===== src/rtl/frame_tx_if.sv =====
// rtl/frame_tx_if.sv - start/data handshake and serial status bundle for frame_tx
interface frame_tx_if #(
    parameter int ADDR_W = 4
);
    logic              start;
    logic [ADDR_W-1:0] addr_in;
    logic [7:0]        data_in;
    logic              tx_out;
    logic              busy;
    logic              ready;
    logic              done;
    logic [3:0]        crc_out;

    // Requester side: issues frames and watches the line and status.
    modport master (
        output start, addr_in, data_in,
        input  tx_out, busy, ready, done, crc_out
    );

    // Transmitter side.
    modport slave (
        input  start, addr_in, data_in,
        output tx_out, busy, ready, done, crc_out
    );
endinterface


===== src/rtl/frame_tx.sv =====
// rtl/frame_tx.sv - serial frame transmitter: sync, address, data, CRC-4, MSB-first
module frame_tx #(
    parameter int                SYNC_W     = 4,
    parameter logic [SYNC_W-1:0] SYNC_PAT   = 4'b1101,
    parameter int                ADDR_W     = 4,
    parameter int                GAP_CYCLES = 2
) (
    input  logic       clk,
    input  logic       rst,
    frame_tx_if.slave  bus
);
    typedef enum logic [2:0] {IDLE, SYNC, ADDR, DATA, CRC, GAP} state_t;

    // Sync, address and data travel through one shift register; CRC bits follow from their own.
    localparam int FW      = SYNC_W + ADDR_W + 8;
    localparam int MAX_SA  = (SYNC_W > ADDR_W) ? SYNC_W : ADDR_W;
    localparam int MAX_SAD = (MAX_SA > 8) ? MAX_SA : 8;
    localparam int CNT_MAX = (MAX_SAD > GAP_CYCLES) ? MAX_SAD : GAP_CYCLES;
    localparam int CW      = $clog2(CNT_MAX);
    localparam int GAP_END = (GAP_CYCLES > 0) ? GAP_CYCLES - 1 : 0;

    localparam logic [CW-1:0] SYNC_LAST = CW'(SYNC_W - 1);
    localparam logic [CW-1:0] ADDR_LAST = CW'(ADDR_W - 1);
    localparam logic [CW-1:0] DATA_LAST = CW'(7);
    localparam logic [CW-1:0] CRC_LAST  = CW'(3);
    localparam logic [CW-1:0] GAP_LAST  = CW'(GAP_END);

    state_t          state;
    logic [CW-1:0]   cnt;
    logic [FW-1:0]   frame_sr;
    logic [3:0]      crc_reg;
    logic [2:0]      crc_sr;
    logic            tx_q;
    logic            busy_q;
    logic            ready_q;
    logic            done_q;
    logic [3:0]      crc_out_q;

    // One serial step of x^4+x+1 with the incoming data bit.
    function automatic logic [3:0] crc_step(input logic [3:0] c, input logic b);
        logic fb;
        fb = c[3] ^ b;
        return {c[2:0], 1'b0} ^ (fb ? 4'b0011 : 4'b0000);
    endfunction

    // Frame sequencer: every output is registered so tx_out changes only on clock edges.
    always_ff @(posedge clk or posedge rst) begin
        if (rst) begin
            state     <= IDLE;
            cnt       <= '0;
            frame_sr  <= '0;
            crc_reg   <= '0;
            crc_sr    <= '0;
            tx_q      <= 1'b0;
            busy_q    <= 1'b0;
            ready_q   <= 1'b1;
            done_q    <= 1'b0;
            crc_out_q <= '0;
        end else begin
            done_q <= 1'b0;
            case (state)
                IDLE: begin
                    tx_q <= 1'b0;
                    if (bus.start) begin
                        state    <= SYNC;
                        cnt      <= '0;
                        tx_q     <= SYNC_PAT[SYNC_W-1];
                        frame_sr <= {SYNC_PAT[SYNC_W-2:0], bus.addr_in, bus.data_in, 1'b0};
                        crc_reg  <= '0;
                        busy_q   <= 1'b1;
                        ready_q  <= 1'b0;
                    end
                end
                SYNC: begin
                    tx_q     <= frame_sr[FW-1];
                    frame_sr <= {frame_sr[FW-2:0], 1'b0};
                    if (cnt == SYNC_LAST) begin
                        state <= ADDR;
                        cnt   <= '0;
                    end else begin
                        cnt <= cnt + 1'b1;
                    end
                end
                ADDR: begin
                    tx_q     <= frame_sr[FW-1];
                    frame_sr <= {frame_sr[FW-2:0], 1'b0};
                    if (cnt == ADDR_LAST) begin
                        // The bit going out now is data[7], so the CRC starts here.
                        crc_reg <= crc_step(crc_reg, frame_sr[FW-1]);
                        state   <= DATA;
                        cnt     <= '0;
                    end else begin
                        cnt <= cnt + 1'b1;
                    end
                end
                DATA: begin
                    if (cnt == DATA_LAST) begin
                        // All 8 data bits are folded in; start emitting the remainder.
                        tx_q   <= crc_reg[3];
                        crc_sr <= crc_reg[2:0];
                        state  <= CRC;
                        cnt    <= '0;
                    end else begin
                        tx_q     <= frame_sr[FW-1];
                        frame_sr <= {frame_sr[FW-2:0], 1'b0};
                        crc_reg  <= crc_step(crc_reg, frame_sr[FW-1]);
                        cnt      <= cnt + 1'b1;
                    end
                end
                CRC: begin
                    if (cnt == CRC_LAST) begin
                        tx_q      <= 1'b0;
                        busy_q    <= 1'b0;
                        done_q    <= 1'b1;
                        crc_out_q <= crc_reg;
                        cnt       <= '0;
                        if (GAP_CYCLES == 0) begin
                            state   <= IDLE;
                            ready_q <= 1'b1;
                        end else begin
                            state <= GAP;
                        end
                    end else begin
                        tx_q   <= crc_sr[2];
                        crc_sr <= {crc_sr[1:0], 1'b0};
                        cnt    <= cnt + 1'b1;
                    end
                end
                GAP: begin
                    tx_q <= 1'b0;
                    if (cnt == GAP_LAST) begin
                        state   <= IDLE;
                        ready_q <= 1'b1;
                        cnt     <= '0;
                    end else begin
                        cnt <= cnt + 1'b1;
                    end
                end
                default: begin
                    state   <= IDLE;
                    tx_q    <= 1'b0;
                    busy_q  <= 1'b0;
                    ready_q <= 1'b1;
                    cnt     <= '0;
                end
            endcase
        end
    end

    assign bus.tx_out  = tx_q;
    assign bus.busy    = busy_q;
    assign bus.ready   = ready_q;
    assign bus.done    = done_q;
    assign bus.crc_out = crc_out_q;
endmodule

===== src/flat_wrapper.sv =====
// flat-port wrapper written by rule: the top's interface ports become plain ports
module frame_tx_flat 
#(
    parameter int                SYNC_W     = 4,
    parameter logic [SYNC_W-1:0] SYNC_PAT   = 4'b1101,
    parameter int                ADDR_W     = 4,
    parameter int                GAP_CYCLES = 2
)
  (clk, rst, bus_start, bus_addr_in, bus_data_in, bus_tx_out, bus_busy, bus_ready, bus_done, bus_crc_out);
  frame_tx_if #(.ADDR_W(ADDR_W)) bus_i ();
  input  logic clk;
  input  logic rst;
  input wire logic [$bits(bus_i.start)-1:0] bus_start;
  input wire logic [$bits(bus_i.addr_in)-1:0] bus_addr_in;
  input wire logic [$bits(bus_i.data_in)-1:0] bus_data_in;
  output wire logic [$bits(bus_i.tx_out)-1:0] bus_tx_out;
  output wire logic [$bits(bus_i.busy)-1:0] bus_busy;
  output wire logic [$bits(bus_i.ready)-1:0] bus_ready;
  output wire logic [$bits(bus_i.done)-1:0] bus_done;
  output wire logic [$bits(bus_i.crc_out)-1:0] bus_crc_out;
  assign bus_i.start = bus_start;
  assign bus_i.addr_in = bus_addr_in;
  assign bus_i.data_in = bus_data_in;
  assign bus_tx_out = bus_i.tx_out;
  assign bus_busy = bus_i.busy;
  assign bus_ready = bus_i.ready;
  assign bus_done = bus_i.done;
  assign bus_crc_out = bus_i.crc_out;
  frame_tx #(.SYNC_W(SYNC_W), .SYNC_PAT(SYNC_PAT), .ADDR_W(ADDR_W), .GAP_CYCLES(GAP_CYCLES)) u_core (.clk(clk), .rst(rst), .bus(bus_i));
endmodule

===== config.mk =====
export PLATFORM = sky130hd
export DESIGN_NAME = frame_tx_flat
export DESIGN_NICKNAME = d
export VERILOG_FILES = /design/src/rtl/frame_tx_if.sv /design/src/rtl/frame_tx.sv /design/src/flat_wrapper.sv
export SDC_FILE = /design/constraint.sdc
export NUM_CORES = 1
export LEC_CHECK = 0
export ABC_CLOCK_PERIOD_IN_PS = 3600
export CAP_MARGIN = 20
export CORE_ASPECT_RATIO = 2
export CORE_MARGIN = 2
export CORE_UTILIZATION = 44
export DETAILED_ROUTE_END_ITERATION = 8
export DONT_BUFFER_PORTS = 1
export MAX_ROUTING_LAYER = met4
export PLACE_DENSITY = 0.7
export SKIP_LAST_GASP = 1
export SYNTH_ARGS = -nofsm -noshare
export SYNTH_HDL_FRONTEND = slang
export SYNTH_SLANG_ARGS = --single-unit

===== constraint.sdc =====
create_clock -name clk -period 3.6 [get_ports clk]
set_input_delay 0.36 -clock clk [delete_from_list [all_inputs] [get_ports clk]]
set_output_delay 0.36 -clock clk [all_outputs]
set_load 0.01 [all_outputs]

==> After elaboration in Yosys (flattened, before gate mapping) <==
Index checks and enable logic that the tools add are counted.
{ "word_totals": {"elab_cells": 81, "out_inout_bits": 8, "ff_bits": 37, "in_bits": 15} }
{ "op_classes": {"n_reduce_logical": 15, "n_mux": 35, "add_sub_neg": 1, "eq_ne": 16, "bitwise_logic": 4} }
{ "ops": {"columns": ["cell", "n"], "rows": [
  ["one-hot mux 16 bit (3 select lines)", 1],
  ["2-to-1 mux 3 bit", 12],
  ["2-to-1 mux 16 bit", 2],
  ["one-hot mux 3 bit (6 select lines)", 1],
  ["2-to-1 mux 4 bit", 3],
  ["one-hot mux 3 bit (4 select lines)", 1],
  ["one-hot mux 4 bit (3 select lines)", 1],
  ["AND reduction 3 bit", 4],
  ["!= test 2 x 1 -> 1 bit (second input constant)", 5],
  ["equality test 3 x 2 -> 1 bit (second input constant)", 3],
  ["equality test 3 bit (second input constant)", 3],
  ["2-to-1 mux 1 bit", 9],
  ["OR reduction 4 bit", 2],
  ["equality test 3 x 1 -> 1 bit (second input constant)", 2],
  ["!= test 2 bit (second input constant)", 3],
  ["one-hot mux 1 bit (3 select lines)", 2],
  ["one-hot mux 3 bit (2 select lines)", 1],
  ["AND reduction 6 bit", 1],
  ["nonzero test 3 bit", 2],
  ["one-hot mux 1 bit (4 select lines)", 1],
  ["AND reduction 4 bit", 1],
  ["bitwise XOR 4 bit", 1],
  ["adder 3 x 1 -> 3 bit (second input constant)", 1],
  ["logical NOT 3 bit", 1],
  ["other kinds (7)", 8]
]} }

==> Depth between registers and ports, before layout <==
{ "depth": {"word_depth": 5, "ltp_mapped": 8, "depth_no_buf": 6} }

==> Least setup slack after synthesis <==
No wires, ideal clock.
{ "synth_path": {"path_type": "reg2reg", "from": "register u_core.cnt[0]", "to": "register u_core.crc_reg[0]", "required_ns": 3.479, "setup_ns": 0.121, "path_buffers": 1, "arrival_time_ns": 1.633, "path_stages_with_launch": 8, "setup_slack_ns": 1.846, "synth_period_minus_slack_ns": 1.754, "cell_sequence": "dfrtp_1 ha_1 ha_1 clkbuf_1 nand2b_1 a21oi_2 a31oi_1 a22o_1"} }
{ "synth_between": {"elab_chain_len": 3, "word_cells_on_any_way": 5, "cone_classes": "eq/ne: 4; reduce/logical: 1"} }
{ "synth_lines": {"columns": ["item", "line", "source"], "rows": [
  ["from (decl)", "frame_tx.sv:29", "logic [CW-1:0] cnt;"],
  ["from (signal assigned)", "frame_tx.sv:81", "cnt <= cnt + 1'b1;"],
  ["from (signal assigned)", "frame_tx.sv:93", "cnt <= cnt + 1'b1;"],
  ["from (signal assigned)", "frame_tx.sv:107", "cnt <= cnt + 1'b1;"],
  ["equality test 3 x 2 -> 1 bit or equality test 3 bit (tied branches)", "frame_tx.sv:87, frame_tx.sv:97", null],
  ["!= test 2 x 1 -> 1 bit (no line) or != test 2 bit (tied branches)", null, null],
  ["AND reduction 4 bit (no line) *", null, null],
  ["to (signal assigned)", "frame_tx.sv:89", "crc_reg <= crc_step(crc_reg, frame_sr[FW-1]);"],
  ["to (signal assigned)", "frame_tx.sv:106", "crc_reg <= crc_step(crc_reg, frame_sr[FW-1]);"],
  ["to (decl)", "frame_tx.sv:31", "logic [3:0] crc_reg;"]
]} }
Mark *: on every way between the ends. The rest lies on a longest branch, timed or not.
A chain may end at the register's enable or synchronous reset.

==> Worst setup path after layout <==
{ "layout_path": {"from": "register u_core.state[0]", "to": "register u_core.frame_sr[11]"} }
{ "layout_between": {"elab_chain_len": 4, "word_cells_on_any_way": 10, "cone_classes": "eq/ne: 5; mux: 1; reduce/logical: 4"} }
{ "layout_lines": {"columns": ["item", "line", "source"], "rows": [
  ["from (decl)", "frame_tx.sv:28", "state_t state;"],
  ["from (signal assigned)", "frame_tx.sv:49", "state <= IDLE;"],
  ["from (signal assigned)", "frame_tx.sv:65", "state <= SYNC;"],
  ["from (signal assigned)", "frame_tx.sv:78", "state <= ADDR;"],
  ["equality test 3 x 1 -> 1 bit or equality test 3 x 2 -> 1 bit (tied branches)", "frame_tx.sv:61", "case (state)"],
  ["OR reduction 2 bit (no line)", null, null],
  ["nonzero test 3 bit (no line)", null, null],
  ["AND reduction 3 bit (no line)", null, null],
  ["to (signal assigned)", "frame_tx.sv:68", "frame_sr <= {SYNC_PAT[SYNC_W-2:0], bus.addr_in, bus.data_in, 1'b0};"],
  ["to (signal assigned)", "frame_tx.sv:76", "frame_sr <= {frame_sr[FW-2:0], 1'b0};"],
  ["to (signal assigned)", "frame_tx.sv:86", "frame_sr <= {frame_sr[FW-2:0], 1'b0};"],
  ["to (decl)", "frame_tx.sv:30", "logic [FW-1:0] frame_sr;"]
]} }
Parallel ways exist; a longest one is shown, timed or not.

==> flow_metrics.env <==
export IMPL_antenna_found_initial=0
export IMPL_wirelength_um=3650
export IMPL_synth_edf_count=0
export IMPL_p_per_area_nw_per_um2=837
export IMPL_dp_cells=228
export IMPL_max_stage_delay_ps=810
export IMPL_layout_nets=206
export IMPL_worstReg2RegStart="u_core.state[0]$_DFFE_PP0P_"
export IMPL_peakVddDrop_mv=0.440
export IMPL_synth_cells=184
export IMPL_synth_seq_cells=36
export IMPL_syn_area_per_cell_sq_um=10.1
export IMPL_path_cells="o21ai_2 -> mux2i_1 -> o21ai_0"
export IMPL_coreArea_sq_um=4090
export IMPL_ys_types=39
export IMPL_die_area_sq_um=4770
export IMPL_arrival_ps=2100
export IMPL_grt_util_met1_pct=18.6
export IMPL_grt_util_all_layers_pct=17.9
export IMPL_clockRootBuffer="clkbuf_8"
export IMPL_syn_num_nets=205
export IMPL_rr_endpoint="u_core.frame_sr[11]$_DFFE_PP0P_"
export IMPL_io_pins=23
export IMPL_hold_path_depth=2
export IMPL_synth_mux_area_share_pct=11.4
export IMPL_placed_cell_area_sq_um=1890
export IMPL_dieHeight_um=95.7
export IMPL_synth_xor_area_share_pct=1.42
export IMPL_reg2reg_setup_slack_ps=1630
export IMPL_yosysSeqAreaShare_pct=48.8
export IMPL_fin_area_sq_um=2050
export IMPL_crit_path_end_kind="flip-flop"
export IMPL_routabilityCongestion=0.886
export IMPL_slowest_stage="o21ai_2"
export IMPL_setup_viol=0
export IMPL_fmax_mhz=509
export IMPL_yosysTopAreaCell="dfrtp_1"
export IMPL_instances_no_fill=238
export IMPL_largest_reg_flops=15
export IMPL_post_drt_via_cell_ratio=5.63
export IMPL_relSlewSlack_pct=34.9
export IMPL_n_fill_cell=390
export IMPL_status="finished, final reports clean"
export IMPL_period_share_pct=54.6
export IMPL_syn_area_sq_um=1850
export IMPL_start_util_pct=45.2
export IMPL_hp_class="primary input to flip-flop"
export IMPL_hp_start="bus_data_in[0]"
export IMPL_synthTopCellsByArea="dfrtp_1 (47%), mux2i_1 (6.5%), o21ai_0 (5.4%)"
export IMPL_critPathMaxFanout=19
export IMPL_synthArstFlopShare_pct=100
export IMPL_finalHoldViolCount=0
export IMPL_report_final_slew_viol_count=0
export IMPL_grt_pass1_wl_um=6260
export IMPL_crit_type="flip-flop to flip-flop"
export IMPL_crit_path_start_kind="flip-flop"
export IMPL_cts_sinks=36
export IMPL_htree_levels=2
export IMPL_clkLatencyLatePin_ps=290
export IMPL_synth_fa_ha_area_share_pct=4.06
export IMPL_post_route_min_period_ps=1970
export IMPL_synthTopCellsByCount="dfrtp_1 (35), nand2_1 (24), o21ai_0 (20)"
export IMPL_grt_pass1_vias=1384
export IMPL_power_leakage_nw=0.890
export IMPL_required_ps=3730
export IMPL_drcViolationCount=0
export IMPL_worst_hold_slack_ps=207
export IMPL_grt_max_degree=31
export IMPL_synthToLayoutAreaGrowth_pct=11.0
export IMPL_yosysWarningCount=0
export IMPL_wire_per_inst_um=15.3
export IMPL_use_met3_pct=3.76
export IMPL_use_met2_pct=30.4
export IMPL_synth_compound_area_share_pct=17.0
export IMPL_cts_setup_buffers=0
export IMPL_cts_tree="done"
export IMPL_firstDrtPassIters=4
export IMPL_synth_ff_type="dfrtp_1"
export IMPL_synth_most_common_cell="dfrtp_1"
export IMPL_drt_iter0_markers=17
export IMPL_worstHoldEndpoint="u_core.frame_sr[1]$_DFFE_PP0P_"
export IMPL_drive_above_1_share_pct=14.0
export IMPL_grt_busiest_layer="met2"
export IMPL_diodes=0
export IMPL_dp_hpwl_um=2590
export IMPL_finalClockSkew_ps=10.2
export IMPL_synth_simple_gate_area_share_pct=12.2
export IMPL_rows=33
export IMPL_grt_overflow_total=0
export IMPL_clock_path_buffers=2
export IMPL_io_buffers=0
export IMPL_cts_repair_resized=0
export IMPL_worst_pin_slew_ps=975
export IMPL_ant_nets=0
export IMPL_grt_setup_unrepaired="no"
export IMPL_clkTransAtPathRegs_ps=70
export IMPL_reg2reg_depth=3
export IMPL_cts_inserted_buffers=5
export IMPL_finalSetupTns_ps=0
export IMPL_synth_top_family_by_area="compound AO/OA/AOI/OAI gates"
export IMPL_maxCapViolCount=0
export IMPL_synth_top_area_share_pct=47.4
export IMPL_die_x_um=49.8
export IMPL_via_count=1340
## cell usage in the layout (no fill, tap or decap), types with 3 or more instances in the layout
| cell type | n |
|---|---|
| a22o_1 | 5 |
| mux2_2 | 8 |
| nor2_1 | 9 |
| mux2i_1 | 12 |
| xor2_1 | 3 |
| ha_1 | 6 |
| o21ai_0 | 20 |
| dfrtp_1 | 35 |
| nand2b_1 | 5 |
| a21oi_1 | 6 |
| inv_1 | 11 |
| nand2_1 | 24 |
| clkbuf_8 | 7 |
| nand3_1 | 6 |
## how the worst max path moves through the flow
stage                                            endpoint  slack, ps                        start  cells after the start
after detailed placement  u_core.frame_sr[12]$_DFFE_PP0P_       1630  u_core.state[0]$_DFFE_PP0P_                      2
after floorplan             u_core.crc_reg[0]$_DFFE_PP0P_       1850    u_core.cnt[0]$_DFFE_PP0P_                      7
after global routing       u_core.frame_sr[3]$_DFFE_PP0P_       1400  u_core.state[0]$_DFFE_PP0P_                      3
after CTS                 u_core.frame_sr[11]$_DFFE_PP0P_       1620  u_core.state[0]$_DFFE_PP0P_                      3
after global placement    u_core.frame_sr[10]$_DFFE_PP0P_       1620  u_core.state[0]$_DFFE_PP0P_                      3
final                     u_core.frame_sr[11]$_DFFE_PP0P_       1630  u_core.state[0]$_DFFE_PP0P_                      3
## cells by family after synthesis
kind of cell | Yosys count
adder cells (fa/ha/maj) | 6
AO/OA/AOI/OAI | 48
flip-flops | 36
XOR/XNOR | 3
buffers and inverters | 21
AND/OR/NAND/NOR | 50
multiplexers | 20
## where the power goes
part           switching (mW)  internal [mW]
Clock                   0.142          0.244
Sequential              0.162          0.555
Combinational           0.335          0.279
Total                   0.639           1.08
## layer usage
metal	share of wire [%]	wire length, um
met1	41	1490
met2	52	1920
met3	3.0	108
met4	3.7	135
met5	0	0
## per-stage QoR
| stage | utilization [%] | power (mW) | worst slack, ps |
|---|---|---|---|
| 2_1_floorplan | - | 1.20 | 1850 |
| 3_3_place_gp | 46.2 | 1.32 | 1620 |
| 3_5_place_dp | 46.2 | 1.33 | 1630 |
| 4_1_cts | 49.3 | 1.72 | 1620 |
| 5_1_grt | 50.2 | 1.85 | 1400 |
| 6_report | 50.2 | 1.72 | 1630 |
## cell type report
cell class	count	area, sq um	share of cell area, %
Clock buffer	7	96.3	4.70
Clock inverter	1	30.0	1.46
Inverter	12	45.0	2.20
Multi-Input combinational cell	127	868	42.3
Sequential cell	36	902	44.0
Tap cell	52	65.1	3.17
Timing Repair Buffer	3	45.0	2.20
## critical path: cells and delay by family (launching register included)
family          cells  cell delay [ps]
compound gates      2              900
flops               1              620
mux                 1              280
## timing repair
action                                  4_1_cts  5_1_grt
hold endpoints to repair                      0        1
endpoints found under the setup margin        0        0
hold buffers                                  0        1
Power figures use the tool's default switching activity.
